`src/rtl/chip_test_sequencer_if.sv`:
```
// Handshake bundle between the test sequencer, the front panel and a chip_74xx checker.
interface chip_test_sequencer_if #(
    parameter int unsigned CNT_W = 8
);
    logic             Start;
    logic             Ack;
    logic             Done;
    logic             RSLT;
    logic             Run;
    logic             DISP_RSLT;
    logic             Busy;
    logic             Pass_LED;
    logic             Fail_LED;
    logic             Timeout;
    logic [CNT_W-1:0] Pass_Count;
    logic [CNT_W-1:0] Fail_Count;

    // Sequencer side
    modport master (
        input  Start, Ack, Done, RSLT,
        output Run, DISP_RSLT, Busy, Pass_LED, Fail_LED, Timeout, Pass_Count, Fail_Count
    );

    // Panel / checker side
    modport slave (
        output Start, Ack, Done, RSLT,
        input  Run, DISP_RSLT, Busy, Pass_LED, Fail_LED, Timeout, Pass_Count, Fail_Count
    );
endinterface

```
`src/rtl/chip_test_sequencer.sv`:
```
// Chip test sequencer: launches one checker run per Start press, waits for Done with a
// timeout, captures the settled result, releases the checker and shows pass/fail with
// saturating tallies.
module chip_test_sequencer #(
    parameter int unsigned TIMEOUT_CYCLES = 256,
    parameter int unsigned CNT_W          = 8
) (
    input logic                   Clk,
    input logic                   Reset,
    chip_test_sequencer_if.master bus
);

    // Counter only needs to reach TIMEOUT_CYCLES-1; it stops there, so it never wraps.
    localparam int unsigned TW = (TIMEOUT_CYCLES > 2) ? $clog2(TIMEOUT_CYCLES) : 1;
    localparam logic [TW-1:0] TMO_LAST = TW'(TIMEOUT_CYCLES - 1);

    typedef enum logic [2:0] {
        StIdle,
        StLaunch,
        StWaitDone,
        StSettle,
        StRelease,
        StShow
    } state_e;

    state_e           state_q, state_d;
    logic             start_prev_q, ack_prev_q;
    logic [TW-1:0]    tmo_cnt_q, tmo_cnt_d;
    logic             result_q, result_d;
    logic             timeout_q, timeout_d;
    logic [CNT_W-1:0] pass_cnt_q, pass_cnt_d;
    logic [CNT_W-1:0] fail_cnt_q, fail_cnt_d;

    logic start_rise;
    logic ack_rise;

    assign start_rise = bus.Start & ~start_prev_q;
    assign ack_rise   = bus.Ack & ~ack_prev_q;

    // State, edge-detect, timeout counter, result and tally registers
    always_ff @(posedge Clk or posedge Reset) begin
        if (Reset) begin
            state_q      <= StIdle;
            start_prev_q <= 1'b0;
            ack_prev_q   <= 1'b0;
            tmo_cnt_q    <= '0;
            result_q     <= 1'b0;
            timeout_q    <= 1'b0;
            pass_cnt_q   <= '0;
            fail_cnt_q   <= '0;
        end else begin
            state_q      <= state_d;
            start_prev_q <= bus.Start;
            ack_prev_q   <= bus.Ack;
            tmo_cnt_q    <= tmo_cnt_d;
            result_q     <= result_d;
            timeout_q    <= timeout_d;
            pass_cnt_q   <= pass_cnt_d;
            fail_cnt_q   <= fail_cnt_d;
        end
    end

    // Next-state logic for the run sequence and the tallies
    always_comb begin
        state_d    = state_q;
        tmo_cnt_d  = tmo_cnt_q;
        result_d   = result_q;
        timeout_d  = timeout_q;
        pass_cnt_d = pass_cnt_q;
        fail_cnt_d = fail_cnt_q;

        unique case (state_q)
            StIdle: begin
                if (start_rise) begin
                    state_d = StLaunch;
                end
            end
            StLaunch: begin
                tmo_cnt_d = '0;
                result_d  = 1'b0;
                timeout_d = 1'b0;
                state_d   = StWaitDone;
            end
            StWaitDone: begin
                // Done beats the timeout when both land on the final count
                if (bus.Done) begin
                    state_d = StSettle;
                end else if (tmo_cnt_q == TMO_LAST) begin
                    timeout_d = 1'b1;
                    result_d  = 1'b0;
                    state_d   = StRelease;
                end else begin
                    tmo_cnt_d = tmo_cnt_q + 1'b1;
                end
            end
            StSettle: begin
                // Checker's registered RSLT is valid the cycle after Done first rises
                result_d = bus.RSLT;
                state_d  = StRelease;
            end
            StRelease: begin
                state_d = StShow;
                if (result_q) begin
                    if (pass_cnt_q != '1) begin
                        pass_cnt_d = pass_cnt_q + 1'b1;
                    end
                end else begin
                    if (fail_cnt_q != '1) begin
                        fail_cnt_d = fail_cnt_q + 1'b1;
                    end
                end
            end
            StShow: begin
                if (start_rise) begin
                    state_d = StLaunch;
                end else if (ack_rise) begin
                    result_d  = 1'b0;
                    timeout_d = 1'b0;
                    state_d   = StIdle;
                end
            end
            default: begin
                state_d = StIdle;
            end
        endcase
    end

    // Outputs decode straight from the state register so reset drops them immediately
    assign bus.Run        = (state_q == StLaunch);
    assign bus.DISP_RSLT  = (state_q == StRelease);
    assign bus.Busy       = (state_q == StLaunch) || (state_q == StWaitDone) ||
                            (state_q == StSettle) || (state_q == StRelease);
    assign bus.Pass_LED   = (state_q == StShow) & result_q;
    assign bus.Fail_LED   = (state_q == StShow) & ~result_q;
    assign bus.Timeout    = (state_q == StShow) & timeout_q;
    assign bus.Pass_Count = pass_cnt_q;
    assign bus.Fail_Count = fail_cnt_q;

endmodule

```
`src/flat_wrapper.sv`:
```
// flat-port wrapper written by rule: the top's interface ports become plain ports
module chip_test_sequencer_flat 
#(
    parameter int unsigned TIMEOUT_CYCLES = 256,
    parameter int unsigned CNT_W          = 8
)
  (Clk, Reset, bus_Start, bus_Ack, bus_Done, bus_RSLT, bus_Run, bus_DISP_RSLT, bus_Busy, bus_Pass_LED, bus_Fail_LED, bus_Timeout, bus_Pass_Count, bus_Fail_Count);
  chip_test_sequencer_if #(.CNT_W(CNT_W)) bus_i ();
  input logic Clk;
  input logic Reset;
  input wire logic [$bits(bus_i.Start)-1:0] bus_Start;
  input wire logic [$bits(bus_i.Ack)-1:0] bus_Ack;
  input wire logic [$bits(bus_i.Done)-1:0] bus_Done;
  input wire logic [$bits(bus_i.RSLT)-1:0] bus_RSLT;
  output wire logic [$bits(bus_i.Run)-1:0] bus_Run;
  output wire logic [$bits(bus_i.DISP_RSLT)-1:0] bus_DISP_RSLT;
  output wire logic [$bits(bus_i.Busy)-1:0] bus_Busy;
  output wire logic [$bits(bus_i.Pass_LED)-1:0] bus_Pass_LED;
  output wire logic [$bits(bus_i.Fail_LED)-1:0] bus_Fail_LED;
  output wire logic [$bits(bus_i.Timeout)-1:0] bus_Timeout;
  output wire logic [$bits(bus_i.Pass_Count)-1:0] bus_Pass_Count;
  output wire logic [$bits(bus_i.Fail_Count)-1:0] bus_Fail_Count;
  assign bus_i.Start = bus_Start;
  assign bus_i.Ack = bus_Ack;
  assign bus_i.Done = bus_Done;
  assign bus_i.RSLT = bus_RSLT;
  assign bus_Run = bus_i.Run;
  assign bus_DISP_RSLT = bus_i.DISP_RSLT;
  assign bus_Busy = bus_i.Busy;
  assign bus_Pass_LED = bus_i.Pass_LED;
  assign bus_Fail_LED = bus_i.Fail_LED;
  assign bus_Timeout = bus_i.Timeout;
  assign bus_Pass_Count = bus_i.Pass_Count;
  assign bus_Fail_Count = bus_i.Fail_Count;
  chip_test_sequencer #(.TIMEOUT_CYCLES(TIMEOUT_CYCLES), .CNT_W(CNT_W)) u_core (.Clk(Clk), .Reset(Reset), .bus(bus_i));
endmodule
```
`config.mk`:
```
export PLATFORM = sky130hd
export DESIGN_NAME = chip_test_sequencer_flat
export DESIGN_NICKNAME = d
export VERILOG_FILES = /design/src/rtl/chip_test_sequencer_if.sv /design/src/rtl/chip_test_sequencer.sv /design/src/flat_wrapper.sv
export SDC_FILE = /design/constraint.sdc
export NUM_CORES = 1
export LEC_CHECK = 0
export ABC_AREA = 1
export BUFFER_PORTS_ARGS = -buffer_cell sky130_fd_sc_hd__buf_4
export CAP_MARGIN = 40
export CORE_UTILIZATION = 50
export CTS_CLUSTER_SIZE = 8
export DETAILED_ROUTE_END_ITERATION = 8
export GPL_ROUTABILITY_DRIVEN = 0
export PLACE_DENSITY = 0.78
export SLEW_MARGIN = 20
export SYNTH_ARGS = -nofsm -noshare
export SYNTH_HDL_FRONTEND = slang
export SYNTH_SLANG_ARGS = --single-unit
```
`constraint.sdc`:
```
create_clock -name Clk -period 1.4 [get_ports Clk]
set_input_delay 0 -clock Clk [delete_from_list [all_inputs] [get_ports Clk]]
set_output_delay 0 -clock Clk [all_outputs]
set_load 0.05 [all_outputs]
```
# Word-level counts from Yosys, hierarchy flattened
# Cells that the tools add are included.
# op_classes
n_addsub	3
mul	0
n_div	0
n_lt_le_gt_ge	0
eq_ne	16
n_shift	0
n_mux	17
bitwise_logic	8
n_reduce_logical	13
# ops
cell	n
$add A8 B1 Y8 const B	3
$pmux W3 S6	1
$mux W8	2
$ne A8 B8 Y1 const B	2
$pmux W8 S2	1
$mux W3	5
$reduce_and A3 Y1	4
$reduce_and A5 Y1	2
$eq A8 B8 Y1 const B	1
$eq A3 B2 Y1 const B	2
$eq A3 B3 Y1 const B	2
$mux W1	6
$ne A2 B1 Y1 const B	3
$ne A2 B2 Y1 const B	3
$and A1 B1 Y1	5
$pmux W1 S4	1
$reduce_bool A4 Y1	1
$eq A3 B1 Y1 const B	1
$logic_not A3 Y1	1
$logic_or A1 B1 Y1	3
$ne A3 B1 Y1 const B	1
$ne A3 B2 Y1 const B	1
$not A1 Y1	3
$pmux W1 S3	1
2 further kinds	2
# word_totals
reg_bits	31
latchBits	0
ram_bits	0
rom_bits	0
input_bits	6
output_inout_bits	22
wordCells	65
n_memories	0

# Depth between registers and ports, before layout
# logic_depth
depth_word	5
ltp_mapped	9
depth_no_buf	8

# Worst setup path before layout
# No wires, ideal clock.
# synth_path
kind	reg-to-reg
startpoint	register u_core.fail_cnt_q[0], in the netlist u_core.bus.Fail_Count[0]
endpoint	register u_core.fail_cnt_q[5], in the netlist u_core.bus.Fail_Count[5]
setup_ns	0.118
t_arrival_ns	1.665
t_required_ns	1.282
setup_slack_ns	-0.383
path_stages_with_launch	9
n_path_buf	0
period_less_slack_ns	1.783
path_cell_list	dfrtp_1 > ha_1 > nand3_2 > nor2_2 > nand2_2 > o21ai_4 > inv_4 > nand2_1 > nand2_1
# synth_between
elab_chain_len	2
elab_cells_between_ends	3
classes_between	1 x add/sub; 1 x eq/ne; 1 x reduce/logical
# synth_rtl
item	line	text
start, declared	chip_test_sequencer.sv:32	logic [CNT_W-1:0] fail_cnt_q, fail_cnt_d;
start signal, assigned	chip_test_sequencer.sv:59	fail_cnt_q <= fail_cnt_d;
parallel branches: the longest is 2 deep, another holds $add A8 B1 Y8	-	
# Several ways; the timed one is not identified.
# A chain may end at the register's enable or synchronous reset.

# Final worst setup path
# layout_path
startpoint	register u_core.fail_cnt_q[0], in the netlist u_core.bus.Fail_Count[0]
endpoint	register u_core.fail_cnt_q[6], in the netlist u_core.bus.Fail_Count[6]
# The elaborated chain is that of the path after synthesis.

==> flow_metrics.env <==
export IMPL_antenna_cells=0
export IMPL_holdWs_ns=0.0470
export IMPL_number_of_register_bits_inferred_by_synthesis=31
export IMPL_syn_inst=226
export IMPL_min_delay_path_class="in -> reg"
export IMPL_count_of_unique_library_cells_instantiated_by_yosys=28
export IMPL_wirelength_met1_um=1790
export IMPL_critical_path_required_ns=1.64
export IMPL_vdd_ir_drop_max_uv=844
export IMPL_synth_warnings=0
export IMPL_synth_top_cell_by_area="dfrtp_1"
export IMPL_worstPathMaxFanout=7
export IMPL_power_per_cell_area_nw_per_um2=1660
export IMPL_worst_setup_ep_type="register"
export IMPL_die_area_um2=3800
export IMPL_core_region_area_um2=3360
export IMPL_grt_pass1_vias=1412
export IMPL_post_dp_cell_area_um2=2180
export IMPL_clock_buffers_created_by_tritoncts=5
export IMPL_clock_skew_final_ns=0.00531
export IMPL_post_drt_via_cell_ratio=5.03
export IMPL_status="complete, no violations"
export IMPL_timing_final_max_slew_violations=0
export IMPL_wirelength_um=4260
export IMPL_vias=1679
export IMPL_report_final_hold_viol_count=0
export IMPL_grt_overflow=0
export IMPL_power_leakage_nw=1.26
export IMPL_startpoint_type="register"
export IMPL_tightest_slew_ns=0.395
export IMPL_synth_enable_flop_cells=0
export IMPL_clock_transition_time_at_the_flip_flop_clock_pins_of_the_worst_setup_and_hold_paths_ns=0.10
export IMPL_avgSynthCellArea_um2=7.87
export IMPL_asyncSetResetFlopFracSynth_pct=100
export IMPL_rsz0062_at_grt="yes"
export IMPL_count_of_endpoints_failing_setup_in_the_final_report=0
export IMPL_wire_length_of_the_first_global_routing_pass_um=6310
export IMPL_setup_total_negative_slack_ns=0
export IMPL_filler_cell_count=260
export IMPL_netlist_area_um2=1780
export IMPL_top_signal_layer_used="met4"
export IMPL_cts_root_buffer_cell="clkbuf_4"
export IMPL_critical_path_reg2reg_startpoint="u_core.bus.Fail_Count[0]"
export IMPL_post_route_period_util_pct=98.8
export IMPL_die_height_um=61.6
export IMPL_clk_insertion_delay_late_ns=0.33
export IMPL_clock_sinks=31
export IMPL_relSlewSlack_pct=73.7
export IMPL_antenna_left=0
export IMPL_syn2layout_area_growth_pct=40.3
export IMPL_yosys_cell_count_top_type="nand2_1"
export IMPL_met2WireLength_um=2260
export IMPL_grt_antenna_before_repair=0
export IMPL_number_of_search_and_repair_iterations_in_the_first_detailed_routing_pass=4
export IMPL_met3WireLength_um=146
export IMPL_ioPinCount=28
export IMPL_setup_worst_path_class="reg -> reg"
export IMPL_min_period_ns=1.38
export IMPL_initial_core_util_pct=52.9
export IMPL_global_route_usage_total_pct=23.0
export IMPL_ys_flop_type="dfrtp_1"
export IMPL_design_area_um2=2490
export IMPL_detail_route_wl_per_cell_um=12.7
export IMPL_synthTopCellsByCount="80 x nand2_1, 31 x dfrtp_1, 24 x inv_1"
export IMPL_grt_start_max_net_pins=32
export IMPL_cts_path_max_buffers=2
export IMPL_min_delay_startpoint="bus_Done"
export IMPL_final_util_pct=74.1
export IMPL_num_nets_final=296
export IMPL_die_width_um=61.6
export IMPL_io_buffer_count=27
export IMPL_highest_clock_rate_mhz=723
export IMPL_detailedPlace_worstSlack_ns=0.00700
export IMPL_hpwlAfterDp_um=2770
export IMPL_post_route_drc_count=0
export IMPL_synth_top_cells_by_area="dfrtp_1 44%, nand2_1 17%, inv_1 5.1%"
export IMPL_synth_yosys_seq_area_share_pct=43.6
export IMPL_synth_top_area_share_pct=43.6
export IMPL_crit_path_from="u_core.bus.Fail_Count[0]"
export IMPL_drt_first_iter_violations=109
export IMPL_postLayoutSetupSlackWorst_ns=0.0167
export IMPL_post_route_cells_drive_above_1_share_pct=38.9
export IMPL_tritoncts="done"
export IMPL_worstPathArrival_ns=1.62
export IMPL_cts_htree_levels=2
export IMPL_rows=21
export IMPL_mappedNetlistNets=235
export IMPL_max_cap_viol_count=0
path summary, 6_finish.rpt:
kind | endpoint | slack, ns | depth (start not counted)
max | u_core.bus.Fail_Count[6] | 0.02 | 8
min | u_core.state_q[2] | 0.05 | 4
max reg2reg | u_core.bus.Fail_Count[6] | 0.02 | 8
min reg2reg | u_core.timeout_q | 0.49 | 2
max in group asynchronous | u_core.bus.Pass_Count[0] | 0.80 | 4
min in group asynchronous | u_core.bus.Fail_Count[3] | 0.29 | 4
final cells by class:
class | count | area, um2 | area share [%]
tap | 46 | 57.6 | 2.31
clock buffer | 6 | 51.3 | 2.06
inverter | 28 | 108 | 4.32
clock inverter | 2 | 35.0 | 1.40
timing repair buffer | 56 | 468 | 18.8
sequential | 31 | 791 | 31.7
multi-input combinational | 165 | 983 | 39.4
flip-flops by register name (all words and copies together), names as in the netlist:
register               flops
u_core.bus.Pass_Count      8
u_core.state_q             3
u_core.ack_prev_q          1
u_core.start_prev_q        1
u_core.bus.Fail_Count      8
u_core.timeout_q           1
u_core.result_q            1
u_core.tmo_cnt_q           8
cell usage in the layout, fill, tap and decap left out, drive strengths merged, types with 2 or more instances in the layout:
cell and count:
nand3b 2, nand2 84, ha 3, xor2 6, nand3 18, dlygate4sd3 4, dfrtp 31, clkbuf 6
xnor2 8, nor2 22, nand4 6, nor3 3, inv 28, a21oi 2, buf 52, o21ai 10
power breakdown:
group          leakage [nW]  internal, W  switching, W
Combinational         0.818     0.000776       0.00130
Sequential            0.397      0.00109      0.000228
Clock                0.0482     0.000422      0.000332
routing by layer:
layer  global-route usage (%)  vias to the layer above
li1                         -                      826
met1                     29.2                      807
met2                     38.7                       39
met3                     5.25                        7
met4                     7.62                        0
met5                        0                        -
logic make-up (layout without fill, tap and decap cells):
kind of cell    count (synthesis)  after routing  share of synthesized area, %
compound gates                 12             12                          4.64
flops                          31             31                          43.6
fa+ha+maj                       3              3                          2.11
xor+xnor                       14             14                          6.90
simple gates                  136            136                          35.4
buf+inv                        30             92                          7.32
metrics by stage:
stage,total power (W),cells
2_1_floorplan,0.00253,226
3_3_place_gp,0.00299,314
3_5_place_dp,0.00304,314
4_1_cts,0.00384,327
5_1_grt,0.00440,334
6_report,0.00415,334
repair_timing:
item / in CTS / in global routing
endpoints found under the hold margin: 34 / 0
setup buffers: 1 / 7
pin swaps: 0 / 6
cloned: 0 / 0
hold buffers: 4 / 0
gates resized for setup: 2 / 37
endpoints found under the setup margin: 3 / 34
worst max-delay path, cell delays in order, from the launching register on:
cell	delay, ns
dfrtp_2	0.40
ha_4	0.16
nand3_4	0.09
nor2_4	0.09
nand2_2	0.07
o21ai_4	0.23
inv_4	0.10
nand2_1	0.08
nand2_1	0.05
Power figures use the tool's default switching activity.
